==> config.mk <==
export PLATFORM = sky130hd
export DESIGN_NAME = reg_bank_flat
export DESIGN_NICKNAME = d
export VERILOG_FILES = /design/src/rtl/reg_bank_flat.sv
export SDC_FILE = /design/constraint.sdc
export NUM_CORES = 2
export LEC_CHECK = 0
export CORE_AREA = 5 5 421 423
export DETAILED_ROUTE_END_ITERATION = 7
export DIE_AREA = 0 0 426 428
export PLACE_DENSITY = 0.49
export SYNTH_ARGS = -nofsm -noshare
export SYNTH_HDL_FRONTEND = slang
export SYNTH_SLANG_ARGS = --single-unit
==> constraint.sdc <==
create_clock -name clk -period 4.3 [get_ports clk]
set_clock_uncertainty 0.1 [all_clocks]
set_input_delay 0.645 -clock clk [delete_from_list [all_inputs] [get_ports clk]]
set_output_delay 0.645 -clock clk [all_outputs]
set_load 0.05 [all_outputs]
==> src/rtl/reg_bank_flat.sv <==
// 64 x 16-bit register bank with direct write port, burst stream loader and global clear.
// Optional build macro REG_ZERO_HARDWIRED_EN: register 0 reads as constant zero.
module reg_bank_flat #(
  parameter int NUM_REGS = 64,
  parameter int DATA_W   = 16,
  parameter int IDX_W    = 6
) (
  input  logic                       clk,
  input  logic                       reset,
  input  logic                       wr_en,
  input  logic [IDX_W-1:0]           wr_idx,
  input  logic [DATA_W-1:0]          wr_data,
  input  logic                       load_start,
  input  logic [IDX_W-1:0]           load_base,
  input  logic [IDX_W:0]             load_count,
  input  logic                       strm_valid,
  input  logic [DATA_W-1:0]          strm_data,
  output logic                       strm_ready,
  input  logic                       clr_req,
  output logic                       busy,
  output logic                       load_done,
  output logic                       wr_err,
  output logic [IDX_W-1:0]           strm_idx,
  output logic [NUM_REGS*DATA_W-1:0] regs
);

  typedef enum logic [0:0] {ST_IDLE = 1'b0, ST_LOAD = 1'b1} state_t;

`ifdef REG_ZERO_HARDWIRED_EN
  localparam logic ZERO_HW = 1'b1;
`else
  localparam logic ZERO_HW = 1'b0;
`endif

  state_t                       state_r;
  logic                         busy_r;
  logic                         strm_ready_r;
  logic                         load_done_r;
  logic                         wr_err_r;
  logic [IDX_W-1:0]             strm_idx_r;
  logic [IDX_W:0]               remaining_r;
  logic [NUM_REGS*DATA_W-1:0]   regs_r;

  logic                         beat_s;
  logic                         dwr_s;
  logic                         swr_s;

  // Write-enable decode for both write paths, including the hardwired-zero gate
  always_comb begin
    beat_s = strm_valid & strm_ready_r;
    dwr_s  = 1'b0;
    swr_s  = 1'b0;
    if (state_r == ST_IDLE) begin
      dwr_s = wr_en & ~(ZERO_HW & (wr_idx == 6'd0));
    end else begin
      dwr_s = 1'b0;
    end
    if (beat_s) begin
      swr_s = ~(ZERO_HW & (strm_idx_r == 6'd0));
    end else begin
      swr_s = 1'b0;
    end
  end

  // Register file storage; clear outranks both write paths
  always_ff @(posedge clk) begin
    if (reset) begin
      regs_r <= '0;
    end else if (clr_req) begin
      regs_r <= '0;
    end else begin
      if (dwr_s) regs_r[{wr_idx, 4'd0} +: DATA_W] <= wr_data;
      if (swr_s) regs_r[{strm_idx_r, 4'd0} +: DATA_W] <= strm_data;
    end
  end

  // Load FSM with registered handshake and status outputs
  always_ff @(posedge clk) begin
    if (reset) begin
      state_r      <= ST_IDLE;
      busy_r       <= 1'b0;
      strm_ready_r <= 1'b0;
      load_done_r  <= 1'b0;
      wr_err_r     <= 1'b0;
      strm_idx_r   <= 6'd0;
      remaining_r  <= 7'd0;
    end else if (clr_req) begin
      // strm_idx deliberately keeps its value across a clear
      state_r      <= ST_IDLE;
      busy_r       <= 1'b0;
      strm_ready_r <= 1'b0;
      load_done_r  <= 1'b0;
      wr_err_r     <= 1'b0;
      remaining_r  <= 7'd0;
    end else begin
      load_done_r <= 1'b0;
      wr_err_r    <= 1'b0;
      case (state_r)
        ST_IDLE: begin
          if (load_start) begin
            state_r      <= ST_LOAD;
            busy_r       <= 1'b1;
            strm_ready_r <= 1'b1;
            strm_idx_r   <= load_base;
            remaining_r  <= (load_count == 7'd0) ? 7'd64 : load_count;
          end
        end
        ST_LOAD: begin
          if (wr_en) wr_err_r <= 1'b1;
          if (beat_s) begin
            strm_idx_r  <= strm_idx_r + 6'd1;
            remaining_r <= remaining_r - 7'd1;
            if (remaining_r == 7'd1) begin
              state_r      <= ST_IDLE;
              busy_r       <= 1'b0;
              strm_ready_r <= 1'b0;
              load_done_r  <= 1'b1;
            end
          end
        end
        default: begin
          state_r      <= ST_IDLE;
          busy_r       <= 1'b0;
          strm_ready_r <= 1'b0;
          remaining_r  <= 7'd0;
        end
      endcase
    end
  end

  assign strm_ready = strm_ready_r;
  assign busy       = busy_r;
  assign load_done  = load_done_r;
  assign wr_err     = wr_err_r;
  assign strm_idx   = strm_idx_r;
  assign regs       = regs_r;

endmodule

==> PnR_summary.wiki <==
{| class="wikitable"
! Metric !! Value
|-
| Proportion of register bits with asynchronous set or reset after synthesis || 0%
|-
| Clk root buf || sky130_fd_sc_hd__clkbuf_16
|-
| Type of the tightest min-delay check || in2reg
|-
| Yosys reg bits || 1041
|-
| Maximum root-to-sink buffer count || 3
|-
| Final-stage net count || about 6800
|-
| Number of buffers created by CTS || ~120
|-
| Routed via count || between 50000 and 60000
|-
| Iter 0 DRT Violations || ~6500
|-
| Avg Synthesized Cell Area || 8.07 um2
|-
| Clock latency reported for the late side of the worst-skew pair || between 0.7 and 0.8 ns
|-
| CTS tree || yes
|-
| Residual DRC || 0
|-
| Layout fillers || around 18000
|-
| Die width || 426 um
|-
| Die outline height || ~430 um
|-
| Most common flop cell mapped by yosys || sky130_fd_sc_hd__dfxtp_1
|-
| Final ANT Viol Nets || 0
|-
| Relative slew margins || between 10% and 20%
|-
| H-tree depth || 3
|-
| Biggest fanout along the worst timing path || 32
|-
| Area occupied by registers || 20800 um2
|-
| Slew at the pin closest to its max-slew limit || around 1.2 ns
|-
| YS warnings || 0
|-
| Pin count of the biggest net entering global routing || around 150
|-
| Final Power || roughly 23 mW
|-
| Pins over their slew limit || 0
|-
| Minimum clock period after layout || 4.02 ns
|-
| Overflow left after global routing || 0
|-
| Top post-synthesis cells by area || sky130_fd_sc_hd__dfxtp_1 44%, sky130_fd_sc_hd__nand2_1 7.1%, sky130_fd_sc_hd__o21ai_0 7.0%
|-
| Aggregate routed wire length || a little over 300000 um
|-
| Via count of the first global-routing pass || 49002
|-
| Distinct cells, synth || a little under 80
|-
| Part of the Yosys area used for sequential elements || between 40% and 50%
|-
| Synthesized Nets || between 5000 and 6000
|-
| Area growth from synthesis to layout || 38.5%
|-
| Total track usage || about a third
|-
| Power Dens Cells || 343 nW/um2
|-
| Post-route fraction of the period consumed by the critical path || between 90% and 100%
|-
| First-pass GRT wire length || approximately 420000 um
|-
| Required time of the worst setup path || between 4 and 5 ns
|-
| Crit end category || register
|-
| Unrepaired setup endpoints after global routing || no
|-
| Max-cap violation count || 0
|-
| Setup total negative slack || 0 ns
|-
| Count of input and output buffers || 1090
|-
| Gate count after technology mapping || around 5900
|-
| Post-CTS clock slew at the launch and capture registers of the worst setup and hold paths || roughly 0.06 ns
|-
| Number of hold buffers added after CTS || 0
|-
| Type of the worst setup path || reg2reg
|-
| # resized after CTS || 0
|-
| Placeable core region || 173000 um2
|-
| Most common cell after layout, fill and taps aside || sky130_fd_sc_hd__clkdlybuf4s50_1
|-
| Detailed-route wire length per cell || roughly 34 um
|-
| Area used by multi-input combinational logic || between 20000 and 25000 um2
|-
| Row Count || between 150 and 200
|-
| Final Wtd Congestion || 0.929
|-
| Ratio of cells with drive above 1 in the final layout || a little under a tenth
|-
| Result of the run || completed
|-
| Die Footprint || about 180000 um2
|-
| Largest area contributor in the synthesized netlist || sky130_fd_sc_hd__dfxtp_1
|-
| Number of hold violations in the final report || 0
|-
| Leading cell types in the layout, fill and taps excluded || 1058 x sky130_fd_sc_hd__clkdlybuf4s50_1, 1041 x sky130_fd_sc_hd__dfxtp_1, 895 x sky130_fd_sc_hd__nand2_1
|-
| Final setup violation count || 0
|-
| Vias/cell || between 5 and 6
|-
| Timing-limited maximum frequency || 249 MHz
|-
| Number of flops mapped to enable cells by yosys || 0
|-
| Number of ports placed on the die boundary || roughly 1100
|-
| CP Data Arrival Time || ~4.5 ns
|-
| Starting utilization of the core area || about 27%
|-
| HPWL after detailed placement || 216000 um
|-
| Netlist area before placement || 47500 um2
|-
| Setup bufs post-CTS || 0
|-
| Number of antenna violations at the first check in global routing || 21
|-
| Startpoint type of the worst setup path || register
|-
| Sinks on Clock Net || approximately 1000
|-
| Worst supply voltage drop on vdd || around 0.33 mV
|-
| 1st-pass router iterations || 6
|-
| Share of Yosys cell area claimed by the top area cell type || between 40% and 50%
|-
| Leakage || around 22 nW
|}
registers in the layout (all words and copies together) (netlist names):
name / count
strm_idx: 6
remaining_r: 7
state_r: 1
load_done: 1
regs: 1024
strm_ready: 1
wr_err: 1
worst max-delay path, stage by stage, from the launching register on:
cell	delay [ns]
sky130_fd_sc_hd__dfxtp_1	0.66
sky130_fd_sc_hd__inv_1	0.15
sky130_fd_sc_hd__ha_1	0.80
sky130_fd_sc_hd__buf_4	0.32
sky130_fd_sc_hd__and3_1	0.60
sky130_fd_sc_hd__nand2_1	0.74
sky130_fd_sc_hd__o21ai_0	0.41
sky130_fd_sc_hd__a31oi_1	0.07
synthesized netlist by cell type, drive strengths merged (7+ instances only):
master and instances:
dfxtp 1041, nand2 897, o21ai 673, clkbuf 599, a21oi 519, a31oi 392
mux2i 313, nor2 230, a211oi 224, nand3 184, a221oi 147, buf 95
a311oi 68, nor3 68, nor2b 52, a22oi 50, and2 45, and3 37
o22ai 28, a21o 27, nand4 24, nor4 13, nand2b 12, a21boi 11
o221ai 11, inv 10, nor3b 9, or2 9, xnor2 8, ha 7
o311ai 7, or4 7, xor2 7
per-stage QoR:
stage                     instance area (um2)  util (%)  std cells  setup WS, ns  hold WS [ns]
after floorplan                         47500         -       5888         0.530         0.391
after CTS                               65800      38.0       9159         0.372         0.159
after global placement                  61800      35.7       8940         0.176         0.335
after global routing                    65800      38.0       9164         0.129         0.221
final                                   65800      38.0       9169         0.278         0.246
after detailed placement                61800      35.7       8940         0.138         0.342
metal layers:
| layer | vias to the layer above | track usage [%] | part of all wire (%) |
|---|---|---|---|
| li1 | 23183 | - | - |
| met1 | 26358 | 39.6 | 39 |
| met2 | 3099 | 50.2 | 45 |
| met3 | 692 | 7.44 | 9.4 |
| met4 | 6 | 19.2 | 7.1 |
| met5 | - | 0 | 0.011 |
power breakdown:
part           total [mW]  internal [mW]  switching, mW
Clock                10.6           6.05           4.57
Sequential           9.71           9.67         0.0366
Combinational        2.24          0.484           1.75
Total                22.6           16.2           6.36
final timing paths:
check / start / to / slack, ns / cells past startpoint
hold / removal: strm_data[13] / regs[13]$_SDFF_PP0_ / 0.25 / 3
setup reg to reg: strm_idx[1]$_SDFFE_PP0P_ / regs[421]$_SDFF_PP0_ / 0.28 / 7
setup / recovery: strm_idx[1]$_SDFFE_PP0P_ / regs[421]$_SDFF_PP0_ / 0.28 / 7
hold reg to reg: regs[104]$_SDFF_PP0_ / regs[104]$_SDFF_PP0_ / 0.35 / 2
kinds of logic (layout without fill, tap and decap cells):
logic type,count (synthesis),after routing,synth area share (%)
adder cells (fa/ha/maj),7,7,0.184
AO/OA/AOI/OAI,2201,2201,28.3
flip-flops,1041,1041,43.9
buffers and inverters,704,1650,5.86
XOR/XNOR,15,15,0.277
multiplexers,319,319,6.74
AND/OR/NAND/NOR,1601,1601,14.8
other,0,10,0
area by class of cell:
type	count	area share, %
Clock buffer	174	5.26
Tap cell	2325	4.42
Sequential cell	1041	31.7
Timing Repair Buffer	1421	20.8
Antenna cell	10	0.0380
Multi-Input combinational cell	4143	36.9
Inverter	10	0.0571
Clock inverter	45	0.827
Note: power is estimated with default switching activity, not from simulation.
